==> src/rtl/reg_timeout_guard_pkg.sv <==
// Regbus request/response types and sizing helpers shared by the timeout guard.
package reg_timeout_guard_pkg;

    localparam int unsigned RegAddrWidth = 32;
    localparam int unsigned RegDataWidth = 32;

    typedef struct packed {
        logic [RegAddrWidth-1:0]   addr;
        logic                      write;
        logic [RegDataWidth-1:0]   wdata;
        logic [RegDataWidth/8-1:0] wstrb;
        logic                      valid;
    } regbus_req_t;

    typedef struct packed {
        logic [RegDataWidth-1:0] rdata;
        logic                    error;
        logic                    ready;
    } regbus_rsp_t;

    // A disabled watchdog still gets a 1-bit counter so no port collapses to zero width.
    function automatic int unsigned stall_cnt_width(input int unsigned cycles);
        if (cycles == 0) return 1;
        return unsigned'($clog2(cycles + 1));
    endfunction

endpackage

==> src/rtl/reg_timeout_guard_counter.sv <==
// Stall counter with synchronous clear (priority) and count enable.
module reg_timeout_guard_counter #(
    parameter int unsigned Width = 4
) (
    input  logic             clk_i,
    input  logic             rst_i,
    input  logic             clr_i,
    input  logic             en_i,
    output logic [Width-1:0] cnt_o
);

    logic [Width-1:0] cnt_q, cnt_d;

    always_comb begin
        cnt_d = cnt_q;
        if (clr_i) begin
            cnt_d = '0;
        end else if (en_i) begin
            cnt_d = cnt_q + Width'(1);
        end
    end

    always_ff @(posedge clk_i or posedge rst_i) begin
        if (rst_i) begin
            cnt_q <= '0;
        end else begin
            cnt_q <= cnt_d;
        end
    end

    assign cnt_o = cnt_q;

endmodule

==> src/rtl/reg_timeout_guard.sv <==
// Regbus watchdog: pass-through until the downstream stalls too long, then answers
// upstream with an error and drains the stuck request downstream on its own.
module reg_timeout_guard
    import reg_timeout_guard_pkg::*;
#(
    parameter int unsigned          TimeoutCycles = 1024,
    parameter int unsigned          DataWidth     = 32,
    parameter logic [DataWidth-1:0] TimeoutRdata  = DataWidth'(32'hBADCAB1E),
    parameter int unsigned          StatWidth     = 16,
    parameter type                  reg_req_t     = regbus_req_t,
    parameter type                  reg_rsp_t     = regbus_rsp_t
) (
    input  logic                 clk_i,
    input  logic                 rst_i,
    input  reg_req_t             reg_req_i,
    output reg_rsp_t             reg_rsp_o,
    output reg_req_t             reg_req_o,
    input  reg_rsp_t             reg_rsp_i,
    input  logic                 stat_clr_i,
    output logic                 timeout_o,
    output logic                 draining_o,
    output logic [StatWidth-1:0] timeout_cnt_o
);

    localparam int unsigned          CntWidth   = stall_cnt_width(TimeoutCycles);
    localparam logic [CntWidth-1:0]  TimeoutVal = CntWidth'(TimeoutCycles);
    localparam bit                   WdEnable   = (TimeoutCycles != 0);

    localparam logic StPass  = 1'b0;
    localparam logic StDrain = 1'b1;

    if (TimeoutCycles >= (1 << 20)) begin : g_bad_timeout
        $error("TimeoutCycles must be below 2**20");
    end
    if ($bits(reg_rsp_o.rdata) != DataWidth) begin : g_bad_width
        $error("DataWidth does not match the response rdata width");
    end

    logic                 state_q, state_d;
    reg_req_t             req_q, req_d;
    logic [StatWidth-1:0] stat_q, stat_d;
    logic [CntWidth-1:0]  cnt_q;
    logic                 cnt_clr, cnt_en;
    logic                 timeout;

    reg_timeout_guard_counter #(
        .Width (CntWidth)
    ) i_stall_cnt (
        .clk_i (clk_i),
        .rst_i (rst_i),
        .clr_i (cnt_clr),
        .en_i  (cnt_en),
        .cnt_o (cnt_q)
    );

    // A genuine downstream ready in the same cycle always beats the timeout.
    assign timeout = WdEnable && (state_q == StPass) && reg_req_i.valid &&
                     !reg_rsp_i.ready && (cnt_q == TimeoutVal);

    always_comb begin
        state_d   = state_q;
        req_d     = req_q;
        reg_req_o = reg_req_i;
        reg_rsp_o = reg_rsp_i;
        cnt_clr   = 1'b1;
        cnt_en    = 1'b0;
        case (state_q)
            StPass: begin
                if (timeout) begin
                    reg_rsp_o       = '0;
                    reg_rsp_o.ready = 1'b1;
                    reg_rsp_o.error = 1'b1;
                    reg_rsp_o.rdata = reg_req_i.write ? '0 : TimeoutRdata;
                    req_d           = reg_req_i;
                    state_d         = StDrain;
                end else if (WdEnable && reg_req_i.valid && !reg_rsp_i.ready) begin
                    cnt_clr = 1'b0;
                    cnt_en  = 1'b1;
                end
            end
            default: begin
                // Keep the stuck request alive downstream; its late response is swallowed.
                reg_req_o       = req_q;
                reg_req_o.valid = 1'b1;
                reg_rsp_o       = '0;
                if (reg_rsp_i.ready) begin
                    state_d = StPass;
                end
            end
        endcase
    end

    always_comb begin
        stat_d = stat_q;
        if (stat_clr_i) begin
            stat_d = '0;
        end else if (timeout && !(&stat_q)) begin
            stat_d = stat_q + StatWidth'(1);
        end
    end

    always_ff @(posedge clk_i or posedge rst_i) begin
        if (rst_i) begin
            state_q <= StPass;
            req_q   <= '0;
            stat_q  <= '0;
        end else begin
            state_q <= state_d;
            req_q   <= req_d;
            stat_q  <= stat_d;
        end
    end

    assign timeout_o     = timeout;
    assign draining_o    = (state_q == StDrain);
    assign timeout_cnt_o = stat_q;

endmodule

==> config.mk <==
export PLATFORM = sky130hd
export DESIGN_NAME = reg_timeout_guard
export DESIGN_NICKNAME = d
export VERILOG_FILES = /design/src/rtl/reg_timeout_guard_pkg.sv /design/src/rtl/reg_timeout_guard_counter.sv /design/src/rtl/reg_timeout_guard.sv
export SDC_FILE = /design/constraint.sdc
export NUM_CORES = 1
export LEC_CHECK = 0
export ABC_AREA = 1
export CORE_ASPECT_RATIO = 1.1
export CORE_MARGIN = 5
export CORE_UTILIZATION = 30
export CTS_CLUSTER_DIAMETER = 50
export CTS_CLUSTER_SIZE = 8
export DETAILED_ROUTE_END_ITERATION = 6
export GPL_TIMING_DRIVEN = 0
export REMOVE_ABC_BUFFERS = 1
export SLEW_MARGIN = 20
export SYNTH_ARGS = -nofsm -noshare
export SYNTH_HDL_FRONTEND = slang
export SYNTH_SLANG_ARGS = --single-unit
export TNS_END_PERCENT = 20
==> constraint.sdc <==
create_clock -name clk_i -period 3 [get_ports clk_i]
set_clock_uncertainty 0.05 [all_clocks]
set_input_delay 0.6 -clock clk_i [delete_from_list [all_inputs] [get_ports clk_i]]
set_output_delay 0.6 -clock clk_i [all_outputs]
set_load 0.02 [all_outputs]
# ---- Word-level counts from Yosys, hierarchy flattened
# Index checks and enable logic that the tools add are counted.
# Widths: inputs -> output; s select.
dict set report word_totals {
  ff_bits 97
  input_bits 107
  output_inout_bits 122
}
dict set report op_classes {
  addsub 2
  eq_ne 1
  n_mux 17
  bitwise 1
  reduce_logical 11
}
# op n
set op_table {}
lappend op_table {{$mux 70} 1}
lappend op_table {{$mux 34} 2}
lappend op_table {{$mux 16} 2}
lappend op_table {{$mux 32} 1}
lappend op_table {{$mux 11} 2}
lappend op_table {{$add 16x1->16 const B} 1}
lappend op_table {{$reduce_and 16->1} 1}
lappend op_table {{$add 11x1->11 const B} 1}
lappend op_table {{$eq 11x11->1 const B} 1}
lappend op_table {{$mux 1} 9}
lappend op_table {{$logic_and 1x1->1} 5}
lappend op_table {{$reduce_bool 2->1} 2}
lappend op_table {{$logic_not 1->1} 2}
lappend op_table {{$reduce_and 2->1} 1}
lappend op_table {{$not 1->1} 1}

# ---- Logic depth before layout (Yosys ltp)
# Gate-level depths: netlist of run 1.
dict set report logic_depth {
  depth_word 8
  depth_mapped 10
  mapped_depth_nobuf 10
}

# ---- Hierarchy
# A second synthesis of run 1 with hierarchy kept.
dict set report unflattened {
  hier_cells 833
  hier_area_um2 5650.4
}
# module instances cells_each area_per_inst_um2
set by_module_without_submodules {}
lappend by_module_without_submodules {reg_timeout_guard 1 753 5033.6}
lappend by_module_without_submodules {reg_timeout_guard_counter 1 80 616.8}

# ---- Worst setup path before layout of run 1
# No wires, ideal clock.
dict set report synth_path {
  kind {input -> output}
  start {input reg_rsp_i[0] in the netlist's numbering}
  end {output reg_rsp_o[21] in the netlist's numbering}
  t_arrival_ps 1629
  setup_slack_ps 721
  cell_stages 6
  path_cell_list {inv_1 nand3_4 nor3_4 buf_4 o21ai_0 nor2_1}
}
# element line_no
set synth_rtl {}
lappend synth_rtl {{start, declared} reg_timeout_guard.sv:18} ;# input reg_rsp_t reg_rsp_i,
lappend synth_rtl {{end, declared} reg_timeout_guard.sv:16} ;# output reg_rsp_t reg_rsp_o,

==> impl_results.md, run 1 <==
* Die span in y at 152 µm
* Total power at 3.02 mW
* Total CTS buffers at 9
* Area Overhead vs Synth at 53.7%
* Maxcap violations at 0
* Largest area contributor in the netlist: dfrtp_1
* Post-synth EDFFs at 0
* Achievable Freq at 0.348 GHz
* Ports at 229
* Seq cells post-synth at 97
* Final Max Tran Viols at 0
* Nets at 1,085
* Worst Hold Class: reg -> reg
* Most numerous cell in the Yosys netlist: nand2_1
* Sw frac at 0.261
* DRC Markers at 0
* Fin crit period at 2.87 ns
* Final hold vios at 0
* Synth Cell Area at 5460 µm²
* Root buf cell: clkbuf_16
* WL/cell at 13.5 µm
* GRT Total Usage at 0.157
* Unique cell type count in the Yosys netlist at 30
* Cells along the critical path: clkdlybuf4s50_1 > inv_1 > nand3_4 > inv_2 > nand3_4 > buf_16 > nand2_1 > nor2_1 > dlygate4sd2_1
* Hold_ws at 0.437 ns
* Pwr/cell area at 359 nW/µm²
* Initial core utilization at 0.307
* CTS tree: done
* Sequential share of power at 0.434
* Clock buffer depth at 2
* Pint at 2.23 mW
* Register area share after synthesis at 0.444
* PortBufs at 228
* H-tree levels at 3
* Routed WL at 16,400 µm
* Vias in the first global route at 5,182
* FP Rows at 51
* Status: complete, no violations
* First-pass GRT wire length at approximately 27,000 µm
* Most used cell, CP: nand3_4
* CP Launch Type: input port
* Initial DRC Count at 228
* Vias/cell at between 4 and 5
* Worst path slowest cell: clkdlybuf4s50_1
* Synth warn at 0
* Slew margin rel. at 0.388
* Leak Pwr at 3.87 nW
* Synth area leaders: dfrtp_1, nand2_1, o21ai_0
* NetSw at roughly 0.8 mW
* GRT Residual Overflow at 0
* Initial antenna violation count at 0
* Critical Path RT at 2.35 ns
* Ys async rst share at 1.00
* Slew @ Worst Pin at 0.917 ns
* DP Wirelength at 11,000 µm
* Total core area at 17,800 µm²
* Main synth FF type: dfrtp_1
* Post-layout util at 0.472
* Ant diodes at 0
* Die width at ~140 µm
* Clock-pin slew on the worst setup and hold paths at 0.07 ns
* Nature of the critical path endpoint: output port
* Share of the synthesized area in the top cell type at 0.444
* Drt first pass iters at 4
* Unrepaired setup endpoints after global routing: no
* Via Count at 5,434
* Period utilisation layout at 0.957
* Critical path class: in -> out
* Share of layout cells above drive strength 1 at 0.0612
* Clock Power Share at 0.403
* # setup viols final at 0
* Clock sinks at 97
* Die footprint at 21,000 µm²
* Maximum VDD drop at 0.219 mV
* Critical path arrival at 2.22 ns
* Routability cong. at between 0.7 and 0.8
* Largest net degree at the start of global routing at 82
* CP max FO at 31
* Comb pwr share at 0.163
* Detail Route Antenna Nets at 0
* Post-Syn Instances at 758
* Crit-path max cell delay at 0.47 ns
* Number of hold buffers added after cts at 0
* Post-synth top cells: nand2_1, o21ai_0, dfrtp_1, inv_1, nor2_1
* Syn avg cell area at 7.21 µm²
* Worst skew pair latency at 0.35 ns
routing by layer:
layer  GRT usage  up-vias  part of all wire
met3      0.0414       19             0.069
met1       0.201     2444              0.44
met2       0.262      147              0.47
li1            -     2824                 -
met4      0.0489        0             0.017
met5           0        -                 0
power groups by stage:
stage	sequential, mW	clock, mW	combinational [mW]
after detailed placement	1.33	0	0.512
after global routing	1.31	1.31	0.532
after floorplan	1.33	0	0.195
final	1.31	1.22	0.492
after CTS	1.31	1.26	0.500
after global placement	1.34	0	0.505
kinds of logic (layout without fill, tap and decap cells):
kind of cell | after synthesis | in the layout | synth area share
flops | 97 | 97 | 0.444
xor+xnor | 7 | 7 | 0.0112
compound gates | 170 | 170 | 0.158
simple gates | 336 | 338 | 0.262
buf+inv | 145 | 365 | 0.117
fa+ha+maj | 3 | 3 | 0.00687
cells in the final DEF (no fill, tap or decap), types with 5 or more instances in the layout:
master           count
nand4_1             13
o21ai_0            131
xor2_1               5
o21bai_1             5
clkbuf_16            9
inv_1               96
o21ai_1             32
buf_4               14
buf_16               5
nand3_1             29
dlygate4sd2_1       27
clkdlybuf4s50_1    193
nor2_1              70
nand2_1            206
dfrtp_1             96
repair_timing:
| item | CTS | global route |
|---|---|---|
| setup buffers | 14 | 0 |
| pin swaps | 3 | 0 |
| setup endpoints to repair | 74 | 8 |
| gates resized for setup | 32 | 9 |
| gates cloned | 4 | 0 |
path summary, 6_finish.rpt:
| check | cells after the start | to | slack, ns | startpoint |
|---|---|---|---|---|
| max | 9 | reg_rsp_o[26] | 0.13 | reg_rsp_i[0] |
| min | 2 | req_q[41] | 0.44 | req_q[41] |
| max reg2reg | 9 | timeout_cnt_o[2] | 0.85 | draining_o |
| min reg2reg | 2 | req_q[41] | 0.44 | req_q[41] |
| max in group asynchronous | 3 | draining_o | 1.70 | rst_i |
| min in group asynchronous | 2 | req_q[58] | 0.55 | rst_i |
metrics by stage:
stage                     setup WS (ns)  area (µm²)  setup TNS, ns  std cells
after detailed placement         -0.561        7930         -14.64       1184
after CTS                       0.00704        8390              0       1218
final                             0.128        8400              0       1218
after global placement            -3.93        7780        -764.31       1179
after floorplan                   -1.81        5200        -258.60        713
after global routing            0.00365        8400              0       1218
worst max-delay path, delay by kind of cell:
kind                   cells  cell delay (ns)
buffers and inverters      5             1.19
AND/OR/NAND/NOR            4             0.42
state kept, by name (all words and copies together) (netlist names):
| signal | flops |
|---|---|
| req_q | 69 |
| timeout_cnt_o | 16 |
| i_stall_cnt.cnt_o | 11 |
| draining_o | 1 |
final cells by class:
type | count | area, µm²
Clock buffer | 9 | 225
Inverter | 100 | 383
Sequential cell | 97 | 2430
Multi-Input combinational cell | 518 | 2420
Timing Repair Buffer | 249 | 2560
Clock inverter | 7 | 83.8
Tap cell | 238 | 298
Fill cell | 1752 | 9400
Power figures use the tool's default switching activity.
==> run 2, diff against run 1 <==
--- a/config.mk
+++ b/config.mk
@@ -12,7 +12,6 @@
 export CTS_CLUSTER_DIAMETER = 50
 export CTS_CLUSTER_SIZE = 8
 export DETAILED_ROUTE_END_ITERATION = 6
-export GPL_TIMING_DRIVEN = 0
 export REMOVE_ABC_BUFFERS = 1
 export SLEW_MARGIN = 20
 export SYNTH_ARGS = -nofsm -noshare
==> run 2 against run 1 <==
  * Global-route usage down 1.0 points
  * Combinational power about the same
  * Die area unchanged
  * Clock power down 7%
==> impl_results.md, run 2 (synthesized netlist as in run 1, its figures left out) <==
* Status: complete, no violations
* Initial antenna violation count at 0 (unchanged)
* Initial core utilization at 0.307 (unchanged)
* Cells along the critical path: buf_16 > nand2_1 > o21ai_0 > clkdlybuf4s50_1
* Routed WL at 15,800 µm (-3.9%)
* Max reg flops at 69 (unchanged)
* GRT Total Usage at 0.147 (-0.0100)
* Worst skew pair latency at 0.34 ns (about the same)
* Final hold vios at 0 (unchanged)
* Unrepaired setup endpoints after global routing: no
* Achievable Freq at 0.352 GHz (+1.1%)
* Crit-path max cell delay at 0.68 ns (+0.21 ns)
* Total core area at 17,800 µm² (unchanged)
* H-tree levels at 3 (unchanged)
* Clock-pin slew on the worst setup and hold paths at 0.07 ns (about the same)
* Critical R2R Capture: timeout_cnt_o[13]
* Worst path slowest cell: clkdlybuf4s50_1
* Worst Hold Class: reg -> reg
* Most common cell after layout, fill and taps aside: nand2_1
* Initial DRC Count at 230 (+0.88%)
* # setup viols final at 0 (unchanged)
* Die footprint at 21,000 µm² (unchanged)
* Die span in y at 152 µm (unchanged)
* Critical Path RT at 2.35 ns (about the same)
* Hold path cells at 2 (unchanged)
* CTS tree: done
* Worst reg2reg path depth at 9 (unchanged)
* CP Launch Type: flop
* Post-CTS setup buffers at 0 (-14)
* Slew margin rel. at 0.588 (+0.200)
* Leak Pwr at 3.78 nW (-2.2%)
* HP Start: req_q[30]
* Via Count at 5,335 (-1.8%)
* Slew @ Worst Pin at 0.618 ns (-0.299 ns)
* Nature of the critical path endpoint: output port
* PortBufs at 228 (unchanged)
* Routability cong. at 0.743 (-4.6%)
* Clock buffer depth at 2 (unchanged)
* Number of hold buffers added after cts at 0 (unchanged)
* Pwr/cell area at 358 nW/µm² (-0.37%)
* FP Rows at 51 (unchanged)
* Drt first pass iters at 6 (+2)
* WL/cell at 13.0 µm (-3.5%)
* Ant diodes at 0 (unchanged)
* Crit path buf inv count at 2 (-3)
* Register-to-register setup slack at 0.86 ns (about the same)
* Maxcap violations at 0 (unchanged)
* CP max FO at 170 (+450%)
* Share of layout cells above drive strength 1 at 0.0564 (-0.00481)
* Top reg by flops: req_q
* Period utilisation layout at 0.947 (-0.0104)
* Detail Route Antenna Nets at 0 (unchanged)
* Critical path class: reg -> out
* Fin Setup TNS at 0 ns (unchanged)
* Final Max Tran Viols at 0 (unchanged)
* Vias/cell at 4.40 (-1.4%)
* Most frequent cells in the layout: nand2_1, clkdlybuf4s50_1, o21ai_0
* Total CTS buffers at 9 (unchanged)
* DRC Markers at 0 (unchanged)
* Worst path top cell family by delay: buffers and inverters
* Largest net degree at the start of global routing at 171 (+110%)
* Reg-to-reg startpoint: i_stall_cnt.cnt_o[0]
* Fin crit period at 2.84 ns (-0.0312 ns)
* Clock sinks at 97 (unchanged)
* Nets at 1,080 (-0.46%)
* Vias in the first global route at 4,885 (-5.7%)
* DP Wirelength at 11,200 µm (+1.2%)
* First-pass GRT wire length at 25,600 µm (-5.9%)
* Critical path arrival at 2.19 ns (-0.03 ns)
* Root buf cell: clkbuf_16
* Ports at 229 (unchanged)
* Maximum VDD drop at 0.227 mV (+3.5%)
* Hold path endpoint: req_q[30]
* Fillcell total at 1,826 (+4.2%)
* Hold_ws at 0.433 ns (-0.00414 ns)
* Area Overhead vs Synth at 50.5%
* GRT Residual Overflow at 0 (unchanged)
* Die width at 139 µm (unchanged)
## run 2: layout make-up
cell class / count / area (µm²) / area share
Sequential cell: 97 / 2430 / 0.296
Timing Repair Buffer: 246 / 2430 / 0.295
Multi-Input combinational cell: 516 / 2390 / 0.291
Inverter: 100 / 380 / 0.0463
Tap cell: 238 / 298 / 0.0362
Clock buffer: 10 / 239 / 0.0291
Clock inverter: 6 / 50.0 / 0.00609
## run 2: routing by layer
metal | part of all wire | up-vias | GRT usage
li1 | - | 2807 | -
met1 | 0.47 | 2388 | 0.195
met2 | 0.46 | 125 | 0.240
met3 | 0.053 | 15 | 0.0345
met4 | 0.015 | 0 | 0.0465
met5 | 0 | - | 0
## run 2: worst max path at each step
stage / from / end / depth (start not counted)
final: draining_o / reg_req_o[12] / 4
after global routing: i_stall_cnt.cnt_o[0] / reg_rsp_o[25] / 10
after CTS: reg_rsp_i[0] / reg_rsp_o[1] / 8
after detailed placement: reg_rsp_i[0] / reg_rsp_o[20] / 8
after global placement: reg_rsp_i[0] / reg_rsp_o[13] / 8
after floorplan: draining_o / reg_rsp_o[12] / 6
## run 2: per-stage QoR
stage                     setup slack, ns  area (µm²)  utilization  instances  power (mW)
final                               0.159        8220        0.462       1213        2.94
after global routing               0.0138        8220        0.462       1213        3.08
after CTS                         0.00983        8210        0.461       1213        2.99
after detailed placement           -0.113        7960        0.447       1197        1.85
after global placement            -0.0853        7960        0.447       1197        1.85
after floorplan                     -1.81        5200            -        713        1.53
## run 2: timing repair
item	in CTS	in global routing
resized for setup	33	4
hold endpoints to repair	0	0
setup endpoints to repair	33	5
## run 2: power by group
part	total (mW)	internal, mW	leakage, nW	switching, mW
Combinational	0.491	0.257	2.29	0.234
Sequential	1.31	1.31	1.35	0.00121
Clock	1.14	0.598	0.141	0.545
## run 2: worst register-to-register path, cell delays in order (launching register included)
cell and delay (ns):
dfrtp_1 0.41, inv_1 0.07, ha_1 0.18, nand2_1 0.09, nor2_4 0.14, nand3_4 0.11, buf_4 0.27, nor2_2 0.52
nand4_1 0.16, nand2_1 0.10
==> run 3, diff against run 2 <==
--- a/config.mk
+++ b/config.mk
@@ -7,7 +7,7 @@
 export LEC_CHECK = 0
 export ABC_AREA = 1
 export CORE_ASPECT_RATIO = 1.1
-export CORE_MARGIN = 5
+export CORE_MARGIN = 8
 export CORE_UTILIZATION = 30
 export CTS_CLUSTER_DIAMETER = 50
 export CTS_CLUSTER_SIZE = 8
==> run 3 against run 2 <==
  * Register-to-register slack better by 0.07 ns
  * Final area is 0.58% higher
  * Global-route usage rose by 0.15 points
  * Sequential share of layout area down 0.17 points
  * Critical path depth unchanged
  * Utilization rose by 0.27 points
  * Via count is 0.51% higher
  * Final cell count is essentially flat
  * Worst setup slack got worse by 0.036 ns
  * Routed wire length up 6.8%
==> impl_results.md, run 3 (synthesized netlist as in run 1, its figures left out) <==
* Area Overhead vs Synth at 51.3%
* Pwr/cell area at 355 nW/µm² (-0.81%)
* Most frequent cells in the layout: nand2_1, clkdlybuf4s50_1, o21ai_0
* H-tree levels at 3 (unchanged)
* Root buf cell: clkbuf_16
* Crit-path max cell delay at 0.67 ns (about the same)
* Pint at 2.15 mW (-0.55%)
* Reg-to-reg startpoint: i_stall_cnt.cnt_o[0]
* Worst skew pair latency at 0.35 ns (about the same)
* Total core area at 17,800 µm² (unchanged)
* Critical path arrival at 2.23 ns (+0.04 ns)
* Ant diodes at 0 (unchanged)
* Pre-CTS WS at -0.140 ns (-0.0269 ns)
* WL/cell at 13.9 µm (+6.9%)
* Critical path class: reg -> out
* Clock-pin slew on the worst setup and hold paths at 0.07 ns (about the same)
* Hold_ws at 0.437 ns (+0.00372 ns)
* Worst Slack Setup Final at 0.123 ns (-0.0361 ns)
* GRT Total Usage at 0.148 (+0.00154)
* Vias/cell at 4.42 (+0.59%)
* Most common cell after layout, fill and taps aside: nand2_1
* Nets at 1,079 (-0.093%)
* Via Count at 5,362 (+0.51%)
* Fin crit period at 2.88 ns (+0.0361 ns)
* Ports at 229 (unchanged)
* NetSw at 0.785 mW (+0.63%)
* Drt first pass iters at 4 (-2)
* Hold path endpoint: req_q[44]
* Hold path cells at 2 (unchanged)
* Cells along the critical path: buf_16 > nand2_1 > o21ai_0 > clkdlybuf4s50_1
* Unrepaired setup endpoints after global routing: no
* Routability cong. at 0.783 (+5.4%)
* Top reg by flops: req_q
* Achievable Freq at 0.348 GHz (-1.3%)
* Die footprint at 22,800 µm² (+8.5%)
* Die span in y at 158 µm (+4.0%)
* Leak Pwr at 3.86 nW (+1.9%)
* FP Rows at 51 (unchanged)
* Clock Power Share at 0.384 (-0.004)
* Critical Path RT at 2.35 ns (about the same)
* Worst path slowest cell: clkdlybuf4s50_1
* DP Wirelength at 12,300 µm (+10%)
* Clock sinks at 97 (unchanged)
* Maxcap violations at 0 (unchanged)
* Maximum VDD drop at 0.227 mV (+0.14%)
* Status: complete, no violations
* Post-CTS setup buffers at 0 (unchanged)
* CP Launch Type: flop
* GRT Residual Overflow at 0 (unchanged)
* CP max FO at 170 (unchanged)
* Final hold vios at 0 (unchanged)
* Worst Hold Class: reg -> reg
* Sw frac at 0.267 (+0.00228)
* Final Max Tran Viols at 0 (unchanged)
* Total CTS buffers at 9 (unchanged)
* Critical R2R Capture: timeout_cnt_o[2]
* Worst reg2reg path depth at 11 (+2)
* Register-to-register setup slack at 0.93 ns (+0.07 ns)
* Vias in the first global route at 5,297 (+8.4%)
* First-pass GRT wire length at 26,800 µm (+4.9%)
* Max reg flops at 69 (unchanged)
* # setup viols final at 0 (unchanged)
* Nature of the critical path endpoint: output port
* Sequential share of power at 0.446 (about the same)
* Period utilisation layout at 0.959 (+0.0120)
* DRC Markers at 0 (unchanged)
* Initial DRC Count at 259 (+13%)
* Slew margin rel. at 0.588 (about the same)
* Initial antenna violation count at 0 (unchanged)
* Die width at 145 µm (+4.3%)
* Initial core utilization at 0.307 (unchanged)
* Largest net degree at the start of global routing at 171 (unchanged)
* Routed WL at 16,800 µm (+6.8%)
* Detail Route Antenna Nets at 0 (unchanged)
* Clock buffer depth at 2 (unchanged)
* Slew @ Worst Pin at 0.618 ns (-0.000231 ns)
* PortBufs at 228 (unchanged)
* CTS tree: done
* Comb pwr share at 0.170 (+0.003)
* Share of layout cells above drive strength 1 at 0.0575 (+0.00108)
* HP Start: req_q[44]
run 3: per-layer routing:
layer | vias up | track usage | routed length (µm)
met5 | - | 0 | 0
met1 | 2378 | 0.174 | 7300
met4 | 0 | 0.0650 | 451
met2 | 155 | 0.245 | 7660
li1 | 2804 | - | -
met3 | 25 | 0.0451 | 1420
run 3: stage by stage:
step	utilization	instance area (µm²)	TNS [ns]	total power [mW]	std cells
CTS	0.462	8230	0	3.00	1212
floorplan	-	5200	-258.60	1.53	713
detailed placement	0.448	7970	-2.06	1.85	1196
global placement	0.448	7970	-1.54	1.85	1196
finish	0.464	8270	0	2.94	1212
global route	0.464	8270	0	3.08	1212
run 3: power by group through the flow:
stage / Combinational [mW] / Sequential [mW] / Clock, mW
finish: 0.498 / 1.31 / 1.13
global route: 0.541 / 1.31 / 1.23
CTS: 0.509 / 1.31 / 1.18
detailed placement: 0.518 / 1.33 / 0
global placement: 0.519 / 1.33 / 0
floorplan: 0.195 / 1.33 / 0
run 3: critical path: cells and delay by family (launching register included):
kind | cells | cell delay [ns]
buffers and inverters | 2 | 1.07
DFF | 1 | 0.46
and+or+nand+nor | 1 | 0.13
AOI/OAI and AO/OA | 1 | 0.10
run 3: worst max path at each step:
stage	cells after the start	startpoint	slack [ns]	to
global route	10	i_stall_cnt.cnt_o[0]	0.0002	reg_rsp_o[6]
finish	4	draining_o	0.12	reg_req_o[25]
detailed placement	8	reg_rsp_i[0]	-0.14	reg_rsp_o[22]
floorplan	6	draining_o	-1.81	reg_rsp_o[12]
CTS	9	reg_rsp_i[0]	0.0003	reg_rsp_o[18]
global placement	8	reg_rsp_i[0]	-0.11	reg_rsp_o[22]
run 3: cell type report:
cell class / count / area [µm²]
well taps: 238 / 298
clock inverters: 7 / 62.6
multi-input cells: 516 / 2390
inverters: 100 / 380
repair buffers: 245 / 2480
clock buffers: 9 / 225
flip-flops and latches: 97 / 2430
fillers: 1775 / 9530
run 3: what timing repair did:
| item | in CTS | in global routing |
|---|---|---|
| endpoints found under the hold margin | 0 | 0 |
| gates resized for setup | 23 | 17 |
| setup endpoints to repair | 23 | 24 |
| hold buffers | 0 | 0 |
